**src/rtl/gemm_cmd_regfile_if.sv**
```systemverilog
// Bus and command-queue signal bundle for gemm_cmd_regfile.
// slave is the register file's view; master is the host/sequencer side.
interface gemm_cmd_regfile_if #(
  parameter int unsigned DIM_W = 5
) ();
  logic             system_bus_en;
  logic             system_bus_rdwr;
  logic [31:0]      system_bus_addr;
  logic [31:0]      system_bus_wr_data;
  logic [31:0]      system_bus_rd_data;
  logic             cmd_valid;
  logic             cmd_ready;
  logic [31:0]      cmd_a_addr;
  logic [31:0]      cmd_b_addr;
  logic [31:0]      cmd_c_addr;
  logic [31:0]      cmd_a_stride;
  logic [31:0]      cmd_b_stride;
  logic             cmd_first;
  logic             cmd_last;
  logic [DIM_W-1:0] cmd_msize;
  logic [DIM_W-1:0] cmd_ksize;
  logic [DIM_W-1:0] cmd_nsize;
  logic             engine_busy;

  modport slave (
    input  system_bus_en, system_bus_rdwr, system_bus_addr, system_bus_wr_data,
    input  cmd_ready, engine_busy,
    output system_bus_rd_data, cmd_valid, cmd_a_addr, cmd_b_addr, cmd_c_addr,
    output cmd_a_stride, cmd_b_stride, cmd_first, cmd_last, cmd_msize, cmd_ksize, cmd_nsize
  );

  modport master (
    output system_bus_en, system_bus_rdwr, system_bus_addr, system_bus_wr_data,
    output cmd_ready, engine_busy,
    input  system_bus_rd_data, cmd_valid, cmd_a_addr, cmd_b_addr, cmd_c_addr,
    input  cmd_a_stride, cmd_b_stride, cmd_first, cmd_last, cmd_msize, cmd_ksize, cmd_nsize
  );
endinterface

```
**src/rtl/gemm_cmd_regfile.sv**
```systemverilog
// Host-facing register window that stages GEMM tile parameters and queues one
// command per DIM write into a first-word-fall-through FIFO for the sequencer.
module gemm_cmd_regfile #(
  parameter logic [31:0] BASE_ADDR  = 32'h9000_0000,
  parameter int unsigned FIFO_DEPTH = 4,
  parameter int unsigned DIM_W      = 5
) (
  input logic              clk,
  input logic              rst,
  gemm_cmd_regfile_if.slave bus
);

  localparam int unsigned PtrW = $clog2(FIFO_DEPTH);
  localparam int unsigned CntW = PtrW + 1;
  localparam logic [CntW-1:0] DepthCnt = CntW'(FIFO_DEPTH);

  typedef struct packed {
    logic [31:0]      a_addr;
    logic [31:0]      b_addr;
    logic [31:0]      c_addr;
    logic [31:0]      a_stride;
    logic [31:0]      b_stride;
    logic             first;
    logic             last;
    logic [DIM_W-1:0] msize;
    logic [DIM_W-1:0] ksize;
    logic [DIM_W-1:0] nsize;
  } cmd_t;

  logic [31:0]     a_addr_q, a_addr_d, b_addr_q, b_addr_d, c_addr_q, c_addr_d;
  logic [31:0]     a_stride_q, a_stride_d, b_stride_q, b_stride_d;
  logic [1:0]      ctrl_q, ctrl_d;
  logic            ovf_q, ovf_d, dz_q, dz_d, full_q, full_d;
  logic [31:0]     rd_data_q, rd_data_d;
  logic [CntW-1:0] count_q, count_d;
  logic [PtrW-1:0] wr_ptr_q, wr_ptr_d, rd_ptr_q, rd_ptr_d;
  cmd_t            mem_q [FIFO_DEPTH];
  cmd_t            mem_d [FIFO_DEPTH];

  logic             hit, wr_hit, rd_hit, push_req, dim_zero, have_room, push, pop, done;
  logic [2:0]       off;
  logic [31:0]      wdata;
  logic [DIM_W-1:0] new_m, new_k, new_n;
  cmd_t             new_cmd;
  logic             unused_addr;

  assign hit       = bus.system_bus_en && (bus.system_bus_addr[31:5] == BASE_ADDR[31:5]);
  assign off       = bus.system_bus_addr[4:2];
  assign wdata     = bus.system_bus_wr_data;
  assign wr_hit    = hit && bus.system_bus_rdwr;
  assign rd_hit    = hit && !bus.system_bus_rdwr;
  assign push_req  = wr_hit && (off == 3'd6);
  assign new_m     = wdata[DIM_W-1:0];
  assign new_k     = wdata[2*DIM_W-1:DIM_W];
  assign new_n     = wdata[3*DIM_W-1:2*DIM_W];
  assign dim_zero  = (new_m == '0) || (new_k == '0) || (new_n == '0);
  assign pop       = (count_q != '0) && bus.cmd_ready;
  // A full queue still has room when its head leaves on the same edge.
  assign have_room = (count_q != DepthCnt) || pop;
  assign push      = push_req && !dim_zero && have_room;
  assign done      = (count_q == '0) && !bus.engine_busy;
  assign unused_addr = ^bus.system_bus_addr[1:0];

  always_comb begin
    new_cmd = '{a_addr: a_addr_q, b_addr: b_addr_q, c_addr: c_addr_q,
                a_stride: a_stride_q, b_stride: b_stride_q,
                first: ctrl_q[1], last: ctrl_q[0],
                msize: new_m, ksize: new_k, nsize: new_n};
  end

  always_comb begin
    a_addr_d   = a_addr_q;
    b_addr_d   = b_addr_q;
    c_addr_d   = c_addr_q;
    a_stride_d = a_stride_q;
    b_stride_d = b_stride_q;
    ctrl_d     = ctrl_q;
    ovf_d      = ovf_q;
    dz_d       = dz_q;
    if (wr_hit) begin
      case (off)
        3'd0: a_addr_d   = wdata;
        3'd1: b_addr_d   = wdata;
        3'd2: c_addr_d   = wdata;
        3'd3: a_stride_d = wdata;
        3'd4: b_stride_d = wdata;
        3'd5: ctrl_d     = wdata[1:0];
        3'd6: begin
          if (dim_zero)        dz_d  = 1'b1;
          else if (!have_room) ovf_d = 1'b1;
        end
        3'd7: begin
          if (wdata[1]) ovf_d = 1'b0;
          if (wdata[2]) dz_d  = 1'b0;
        end
        default: ;
      endcase
    end
  end

  always_comb begin
    mem_d = mem_q;
    if (push) mem_d[wr_ptr_q] = new_cmd;
    wr_ptr_d = wr_ptr_q + PtrW'(push);
    rd_ptr_d = rd_ptr_q + PtrW'(pop);
    case ({push, pop})
      2'b10:   count_d = count_q + 1'b1;
      2'b01:   count_d = count_q - 1'b1;
      default: count_d = count_q;
    endcase
    full_d = (count_d == DepthCnt);
  end

  // Any read updates the result register; misses read as zero.
  always_comb begin
    rd_data_d = rd_data_q;
    if (bus.system_bus_en && !bus.system_bus_rdwr) begin
      rd_data_d = '0;
      if (rd_hit) begin
        case (off)
          3'd0: rd_data_d = {31'b0, full_q};
          3'd1: rd_data_d = b_addr_q;
          3'd2: rd_data_d = c_addr_q;
          3'd3: rd_data_d = a_stride_q;
          3'd4: rd_data_d = b_stride_q;
          3'd5: rd_data_d = {30'b0, ctrl_q};
          3'd6: rd_data_d = {31'b0, done};
          3'd7: rd_data_d = {29'b0, dz_q, ovf_q, full_q};
          default: rd_data_d = '0;
        endcase
      end
    end
  end

  always_ff @(posedge clk or posedge rst) begin
    if (rst) begin
      a_addr_q   <= '0;
      b_addr_q   <= '0;
      c_addr_q   <= '0;
      a_stride_q <= '0;
      b_stride_q <= '0;
      ctrl_q     <= '0;
      ovf_q      <= 1'b0;
      dz_q       <= 1'b0;
      full_q     <= 1'b0;
      rd_data_q  <= '0;
      count_q    <= '0;
      wr_ptr_q   <= '0;
      rd_ptr_q   <= '0;
      for (int i = 0; i < FIFO_DEPTH; i++) mem_q[i] <= '0;
    end else begin
      a_addr_q   <= a_addr_d;
      b_addr_q   <= b_addr_d;
      c_addr_q   <= c_addr_d;
      a_stride_q <= a_stride_d;
      b_stride_q <= b_stride_d;
      ctrl_q     <= ctrl_d;
      ovf_q      <= ovf_d;
      dz_q       <= dz_d;
      full_q     <= full_d;
      rd_data_q  <= rd_data_d;
      count_q    <= count_d;
      wr_ptr_q   <= wr_ptr_d;
      rd_ptr_q   <= rd_ptr_d;
      for (int i = 0; i < FIFO_DEPTH; i++) mem_q[i] <= mem_d[i];
    end
  end

  assign bus.system_bus_rd_data = rd_data_q;
  assign bus.cmd_valid          = (count_q != '0);
  assign bus.cmd_a_addr         = mem_q[rd_ptr_q].a_addr;
  assign bus.cmd_b_addr         = mem_q[rd_ptr_q].b_addr;
  assign bus.cmd_c_addr         = mem_q[rd_ptr_q].c_addr;
  assign bus.cmd_a_stride       = mem_q[rd_ptr_q].a_stride;
  assign bus.cmd_b_stride       = mem_q[rd_ptr_q].b_stride;
  assign bus.cmd_first          = mem_q[rd_ptr_q].first;
  assign bus.cmd_last           = mem_q[rd_ptr_q].last;
  assign bus.cmd_msize          = mem_q[rd_ptr_q].msize;
  assign bus.cmd_ksize          = mem_q[rd_ptr_q].ksize;
  assign bus.cmd_nsize          = mem_q[rd_ptr_q].nsize;

endmodule

```
**src/flat_wrapper.sv**
```systemverilog
// flat-port wrapper written by rule: the top's interface ports become plain ports
module gemm_cmd_regfile_flat 
#(
  parameter logic [31:0] BASE_ADDR  = 32'h9000_0000,
  parameter int unsigned FIFO_DEPTH = 4,
  parameter int unsigned DIM_W      = 5
)
  (clk, rst, bus_system_bus_en, bus_system_bus_rdwr, bus_system_bus_addr, bus_system_bus_wr_data, bus_cmd_ready, bus_engine_busy, bus_system_bus_rd_data, bus_cmd_valid, bus_cmd_a_addr, bus_cmd_b_addr, bus_cmd_c_addr, bus_cmd_a_stride, bus_cmd_b_stride, bus_cmd_first, bus_cmd_last, bus_cmd_msize, bus_cmd_ksize, bus_cmd_nsize);
  gemm_cmd_regfile_if #(.DIM_W(DIM_W)) bus_i ();
  input logic clk;
  input logic rst;
  input wire logic [$bits(bus_i.system_bus_en)-1:0] bus_system_bus_en;
  input wire logic [$bits(bus_i.system_bus_rdwr)-1:0] bus_system_bus_rdwr;
  input wire logic [$bits(bus_i.system_bus_addr)-1:0] bus_system_bus_addr;
  input wire logic [$bits(bus_i.system_bus_wr_data)-1:0] bus_system_bus_wr_data;
  input wire logic [$bits(bus_i.cmd_ready)-1:0] bus_cmd_ready;
  input wire logic [$bits(bus_i.engine_busy)-1:0] bus_engine_busy;
  output wire logic [$bits(bus_i.system_bus_rd_data)-1:0] bus_system_bus_rd_data;
  output wire logic [$bits(bus_i.cmd_valid)-1:0] bus_cmd_valid;
  output wire logic [$bits(bus_i.cmd_a_addr)-1:0] bus_cmd_a_addr;
  output wire logic [$bits(bus_i.cmd_b_addr)-1:0] bus_cmd_b_addr;
  output wire logic [$bits(bus_i.cmd_c_addr)-1:0] bus_cmd_c_addr;
  output wire logic [$bits(bus_i.cmd_a_stride)-1:0] bus_cmd_a_stride;
  output wire logic [$bits(bus_i.cmd_b_stride)-1:0] bus_cmd_b_stride;
  output wire logic [$bits(bus_i.cmd_first)-1:0] bus_cmd_first;
  output wire logic [$bits(bus_i.cmd_last)-1:0] bus_cmd_last;
  output wire logic [$bits(bus_i.cmd_msize)-1:0] bus_cmd_msize;
  output wire logic [$bits(bus_i.cmd_ksize)-1:0] bus_cmd_ksize;
  output wire logic [$bits(bus_i.cmd_nsize)-1:0] bus_cmd_nsize;
  assign bus_i.system_bus_en = bus_system_bus_en;
  assign bus_i.system_bus_rdwr = bus_system_bus_rdwr;
  assign bus_i.system_bus_addr = bus_system_bus_addr;
  assign bus_i.system_bus_wr_data = bus_system_bus_wr_data;
  assign bus_i.cmd_ready = bus_cmd_ready;
  assign bus_i.engine_busy = bus_engine_busy;
  assign bus_system_bus_rd_data = bus_i.system_bus_rd_data;
  assign bus_cmd_valid = bus_i.cmd_valid;
  assign bus_cmd_a_addr = bus_i.cmd_a_addr;
  assign bus_cmd_b_addr = bus_i.cmd_b_addr;
  assign bus_cmd_c_addr = bus_i.cmd_c_addr;
  assign bus_cmd_a_stride = bus_i.cmd_a_stride;
  assign bus_cmd_b_stride = bus_i.cmd_b_stride;
  assign bus_cmd_first = bus_i.cmd_first;
  assign bus_cmd_last = bus_i.cmd_last;
  assign bus_cmd_msize = bus_i.cmd_msize;
  assign bus_cmd_ksize = bus_i.cmd_ksize;
  assign bus_cmd_nsize = bus_i.cmd_nsize;
  gemm_cmd_regfile #(.BASE_ADDR(BASE_ADDR), .FIFO_DEPTH(FIFO_DEPTH), .DIM_W(DIM_W)) u_core (.clk(clk), .rst(rst), .bus(bus_i));
endmodule
```
**config.mk**
```make
export PLATFORM = sky130hd
export DESIGN_NAME = gemm_cmd_regfile_flat
export DESIGN_NICKNAME = d
export VERILOG_FILES = /design/src/rtl/gemm_cmd_regfile_if.sv /design/src/rtl/gemm_cmd_regfile.sv /design/src/flat_wrapper.sv
export SDC_FILE = /design/constraint.sdc
export NUM_CORES = 2
export LEC_CHECK = 0
export CORE_MARGIN = 1.5
export CORE_UTILIZATION = 50
export CTS_CLUSTER_SIZE = 16
export DETAILED_ROUTE_END_ITERATION = 10
export MAX_ROUTING_LAYER = met4
export PLACE_DENSITY = 0.77
export SETUP_SLACK_MARGIN = 0.1
export SLEW_MARGIN = 10
export SYNTH_ARGS = -nofsm -noshare
export SYNTH_HDL_FRONTEND = slang
export SYNTH_SLANG_ARGS = --single-unit
```
**constraint.sdc**
```tcl
create_clock -name clk -period 28.7 [get_ports clk]
set_input_delay 4.305 -clock clk [delete_from_list [all_inputs] [get_ports clk]]
set_output_delay 4.305 -clock clk [all_outputs]
set_load 0.005 [all_outputs]
```
# ---- Yosys cells after proc, flatten, opt, wreduce, memory -nomap -nowiden
# Index checks and enable logic that the tools add are counted.
# W data, S select, Z words.
dict set report op_classes {
  n_addsub 4
  mul 0
  div_mod_pow 0
  n_lt_le_gt_ge 3
  n_eq_ne 17
  shifts 0
  mux 16
  bitwise_logic 2
  n_reduce_logical 31
}
# cell n
set op_table {}
lappend op_table {{$bwmux W708} 1}
lappend op_table {{$mux W177} 3}
lappend op_table {{$bmux W177 S2} 1}
lappend op_table {{$demux W177 S2} 1}
lappend op_table {{$pmux W32 S8} 1}
lappend op_table {{$mux W32} 1}
lappend op_table {{$eq A27 B27 Y1 const B} 1}
lappend op_table {{$eq A3 B3 Y1 const B} 5}
lappend op_table {{$logic_not A5 Y1} 3}
lappend op_table {{$reduce_and A2 Y1} 6}
lappend op_table {{$logic_and A1 B1 Y1} 10}
lappend op_table {{$ne A2 B2 Y1 const B} 4}
lappend op_table {{$eq A3 B2 Y1 const B} 2}
lappend op_table {{$ge A3 B3 Y1 const B} 2}
lappend op_table {{$logic_not A3 Y1} 2}
lappend op_table {{$not A2 Y3} 2}
lappend op_table {{$pmux W3 S2} 1}
lappend op_table {{$mux W1} 5}
lappend op_table {{$reduce_and A5 Y1} 1}
lappend op_table {{$add A2 B1 Y2} 2}
lappend op_table {{$pmux W1 S2} 2}
lappend op_table {{$reduce_and A4 Y1} 1}
lappend op_table {{$add A3 B1 Y3 const B} 1}
lappend op_table {{$eq A3 B1 Y1 const B} 1}
lappend op_table {{10 further kinds} 14}
dict set report totals {
  register_bits 912
  latch_bits 0
  ram_bits 0
  rom_bits 0
  input_bits 70
  output_inout_bits 210
  wordCells 126
  memories 0
}

# ---- Longest topological paths before layout
dict set report logic_depth {
  word_depth 9
  mapped_depth 13
  ltp_nobuf 11
}

# ---- Least setup slack after synthesis
# No wires, ideal clock.
dict set report synth_path {
  path_kind {input -> register}
  from {in bus_system_bus_wr_data[12]}
  to {reg u_core.full_q}
  setup_time_ps 116
  arrival_ps 6670
  t_required_ps 28584
  slack_ps 21915
  stages 13
  n_path_buf 2
  path_cell_list {buf_2 or4_1 nor2_1 nor3_2 and3_1 buf_2 nor2_1 fa_1 nand2b_1 nor4_1 a21oi_1 mux2_2 o311ai_0}
}
dict set report synth_via {
  elab_chain_cells 8
  elab_cells_between_ends 9
  cone_classes {3 x eq/ne; 1 x mux; 5 x reduce/logical}
}
# item line
set synth_rtl {}
lappend synth_rtl {{from (decl)} flat_wrapper.sv:15} ;# input wire logic [$bits(bus_i.system_bus_wr_data)-1:0] bus_system_bus_wr_data;
lappend synth_rtl {{$logic_not A5 Y1 *} gemm_cmd_regfile.sv:56} ;# assign dim_zero = (new_m == '0) || (new_k == '0) || (new_n == '0);
lappend synth_rtl {{$logic_or A1 B1 Y1 *} gemm_cmd_regfile.sv:56}
lappend synth_rtl {{$logic_not A1 Y1 *} gemm_cmd_regfile.sv:60} ;# assign push = push_req && !dim_zero && have_room;
lappend synth_rtl {{$logic_and A1 B1 Y1 * (2 in a row)} gemm_cmd_regfile.sv:60}
lappend synth_rtl {{$eq A2 B1 Y1 or $eq A2 B2 Y1 (tied branches)} gemm_cmd_regfile.sv:106} ;# case ({push, pop})
lappend synth_rtl {{$pmux W3 S2 *} gemm_cmd_regfile.sv:106}
lappend synth_rtl {{$eq A3 B3 Y1 *} gemm_cmd_regfile.sv:111} ;# full_d = (count_d == DepthCnt);
lappend synth_rtl {{net u_core.full_d} gemm_cmd_regfile.sv:33} ;# logic ovf_q, ovf_d, dz_q, dz_d, full_q, full_d;
lappend synth_rtl {{to (signal assigned)} gemm_cmd_regfile.sv:160} ;# full_q <= full_d;
lappend synth_rtl {{to (decl)} gemm_cmd_regfile.sv:33}
# Mark *: on every way through the listed nets, which the timed path passes. The rest lies on a longest branch.
# A chain may end at the register's enable or synchronous reset.

# ---- Worst setup path in the final report
dict set report layout_path {
  from {reg u_core.rd_ptr_q[0]}
  to {out bus_cmd_c_addr[27]}
}
dict set report layout_via {
  elab_chain_cells 4
}
# item line
set layout_rtl {}
lappend layout_rtl {{from (decl)} gemm_cmd_regfile.sv:36} ;# logic [PtrW-1:0] wr_ptr_q, wr_ptr_d, rd_ptr_q, rd_ptr_d;
lappend layout_rtl {{from (signal assigned)} gemm_cmd_regfile.sv:164} ;# rd_ptr_q <= rd_ptr_d;
lappend layout_rtl {{$not A2 Y3 (implied by the code)} gemm_cmd_regfile.sv:173} ;# assign bus.cmd_c_addr = mem_q[rd_ptr_q].c_addr;
lappend layout_rtl {{$bmux W177 S2} gemm_cmd_regfile.sv:173}
lappend layout_rtl {{$mux W177 (2 in a row)} n/a}
lappend layout_rtl {{to (decl)} flat_wrapper.sv:22} ;# output wire logic [$bits(bus_i.cmd_c_addr)-1:0] bus_cmd_c_addr;
# Every way passes these cells. The select of a mux whose other input is x is not followed.

==> flow_summary.toml <==
[layout]
multi_input_area_mm2 = 0.0154
drive_gt1_frac = 0.329
area_growth_pct = 17.7
final_area_mm2 = 0.0460
fillCellCount = 5686
final_cell_mix = "dfrtp_1, mux2_2, mux2_1, clkdlybuf4s50_1, mux4_2"
layout_commonest_cell = "dfrtp_1"
utilization = 0.594
instances_no_fill = 3729
nets = 2679
regArea_mm2 = 0.0228

[clock_tree]
ctsResizeCount = 0
clkTransAtPathRegs_ns = 0.06
clock-sinks = 912
cts_buffers = 94
clk_latency_ns = 0.66
cts_max_path_buffers = 3
cts_setup_buffers = 0
cts_hold_buf = 0
cts-htree-levels = 3
cts_tree = "built"
root_buffer = "clkbuf_16"

[floorplan]
dieArea_mm2 = 0.0798
rows = 102
die_h_um = 283
fp.dieW_um = 283
io_pins = 280
initial_core_util = 0.505
core_mm2 = 0.0773

[placement]
dpl.cell_count = 3550
placed_cell_area_mm2 = 0.0427
hpwl_mm = 58.3
gp_congestion = 0.845
port_buffers = 277

[power_and_ir_drop]
clkPwrFrac = 0.439
powerDensity_mw_per_mm2 = 62.8
switching_share = 0.250
p_comb_frac = 0.103
peakVddDrop_mv = 0.0617
p_int_mw = 2.17
sequentialPowerShare = 0.458
p_switching_uw = 722
leakagePower_nw = 22.4

[route]
drtAntennaViolNets = 0
wirelength_mm = 96.3
drt-pass1-iter-count = 5
drc = 0
routedWlPerCell_um = 25.8
drtIter0Drc = 1511
vias = 22312
viasPerCell = 5.98

[critical_path]
cp-end-kind = "output port"
slowest_delay_ns = 0.86
cp_max_fo = 46
path_cells = "buf_4 -> buf_4 -> mux4_2 -> clkdlybuf4s50_1"
critPathBufInv = 3
crit_top_cell = "buf_4"
required_ns = 24.40
cp.arrival_ns = 4.37
reg2reg_slack_ns = 25.25
startpoint_type = "flop"
cp_top_family = "buffers and inverters"
crit_slowest_cell = "buf_4"
path_class = "reg -> out"

[logic_synthesis]
ys_ff_latch = 912
synth-edff-count = 0
synth_top_area_cell = "dfrtp_1"
synth_area_mm2 = 0.0391
seq_area_frac_synth = 0.584
synth_warnings = 0
synth_nets = 2425
yosys-top-cells-area = "dfrtp_1, mux2_2, mux2_1"
ys.flop_type = "dfrtp_1"
synth.distinct_cells = 47
avgSynthCellArea_um2 = 16.6
syn-instance-count = 2352
synth-async-reset-ratio = 1.00
synth_top_cell_area_share = 0.584

[timing]
finalSetupTns_ns = 0
slew_headroom = 0.200
layout_worst_path_cycle_share = 0.302
fin_skew_ns = 0.0183
hold_viol = 0
rsz0062_at_grt = "false"
slew_viol_final = 0
min_period_ns = 8.67
worst_pin_slew_ns = 1.20
setup_viol = 0
fmax_mhz = 115

[global_route]
antenna_found_initial = 4
grt_pass1_vias = 24588
grt_first_pass_wirelength_mm = 149
grtUsageTotal = 0.255
grt_start_max_net_pins = 135
grt-ovfl-total = 0

[job]
maxCapViolCount = 0

[hold_path]
hold_path.class = "reg -> reg"

[outcome]
status = "completed"
kinds of logic after synthesis:
family | share of synthesized area
AO/OA/AOI/OAI | 0.0196
XOR/XNOR | 0.000673
adder cells (fa/ha/maj) | 0.00115
buffers and inverters | 0.0238
flip-flops | 0.584
multiplexers | 0.356
AND/OR/NAND/NOR | 0.0144
path summary, 6_finish.rpt:
check,startpoint,endpoint,cells past startpoint
min in group asynchronous,rst,u_core.mem_q[616],2
setup / recovery,u_core.rd_ptr_q[0],bus_cmd_c_addr[27],4
setup reg to reg,u_core.count_q[0],u_core.mem_q[634],7
hold / removal,u_core.mem_q[499],u_core.mem_q[499],1
max in group asynchronous,rst,u_core.b_stride_q[28],7
hold reg to reg,u_core.mem_q[499],u_core.mem_q[499],1
synth_stat cells, types with 2 or more instances:
| cell type | n |
|---|---|
| inv_1 | 3 |
| nor3_2 | 2 |
| mux2_2 | 476 |
| nand3_1 | 2 |
| nor4_1 | 7 |
| nand2_1 | 41 |
| mux4_2 | 180 |
| a22o_1 | 29 |
| ha_1 | 2 |
| clkbuf_1 | 42 |
| buf_2 | 31 |
| and2_1 | 2 |
| a21oi_1 | 3 |
| a221oi_1 | 30 |
| dfrtp_1 | 912 |
| a31oi_1 | 2 |
| nor2b_1 | 8 |
| nand2b_1 | 2 |
| or3_1 | 4 |
| mux2_1 | 398 |
| mux2i_1 | 2 |
| nor3_1 | 5 |
| buf_1 | 29 |
| nor2_1 | 15 |
| and3_1 | 2 |
| or4_1 | 4 |
| o21ai_0 | 31 |
| xor2_1 | 3 |
| a22oi_1 | 2 |
| buf_4 | 66 |
state kept, by name (all words and copies together) (netlist names), 3 cells and up:
signal,cells
u_core.count_q,3
u_core.c_addr_q,32
u_core.bus.system_bus_rd_data,32
u_core.mem_q,708
u_core.a_stride_q,32
u_core.a_addr_q,32
u_core.b_addr_q,32
u_core.b_stride_q,32
per-stage QoR:
step	hold slack, ns	worst slack [ns]	power [mW]
floorplan	0.453	11.85	1.56
global placement	0.462	19.58	1.65
detailed placement	0.473	19.29	1.65
CTS	0.487	19.85	2.92
global route	0.498	19.35	2.99
finish	0.481	20.03	2.89
layer usage:
metal	vias to the layer above	GRT usage	routed length, um
met5	-	-	0
met4	0	0.0745	2300
met3	140	0.0426	5090
met2	570	0.410	47800
met1	12281	0.336	41200
li1	9321	-	-
power groups by stage:
stage	sequential [mW]	combinational, mW	clock [mW]
5_1_grt	1.33	0.320	1.35
3_3_place_gp	1.35	0.301	0
2_1_floorplan	1.32	0.240	0
6_report	1.32	0.297	1.27
3_5_place_dp	1.35	0.304	0
4_1_cts	1.32	0.304	1.29
layout make-up:
type / count / area share
Antenna cell: 4 / 0.000218
Timing Repair Buffer: 326 / 0.0686
Inverter: 3 / 0.000327
Clock inverter: 37 / 0.0101
Multi-Input combinational cell: 1269 / 0.335
Tap cell: 1040 / 0.0283
Sequential cell: 912 / 0.497
Clock buffer: 138 / 0.0611
Power figures use the tool's default switching activity.
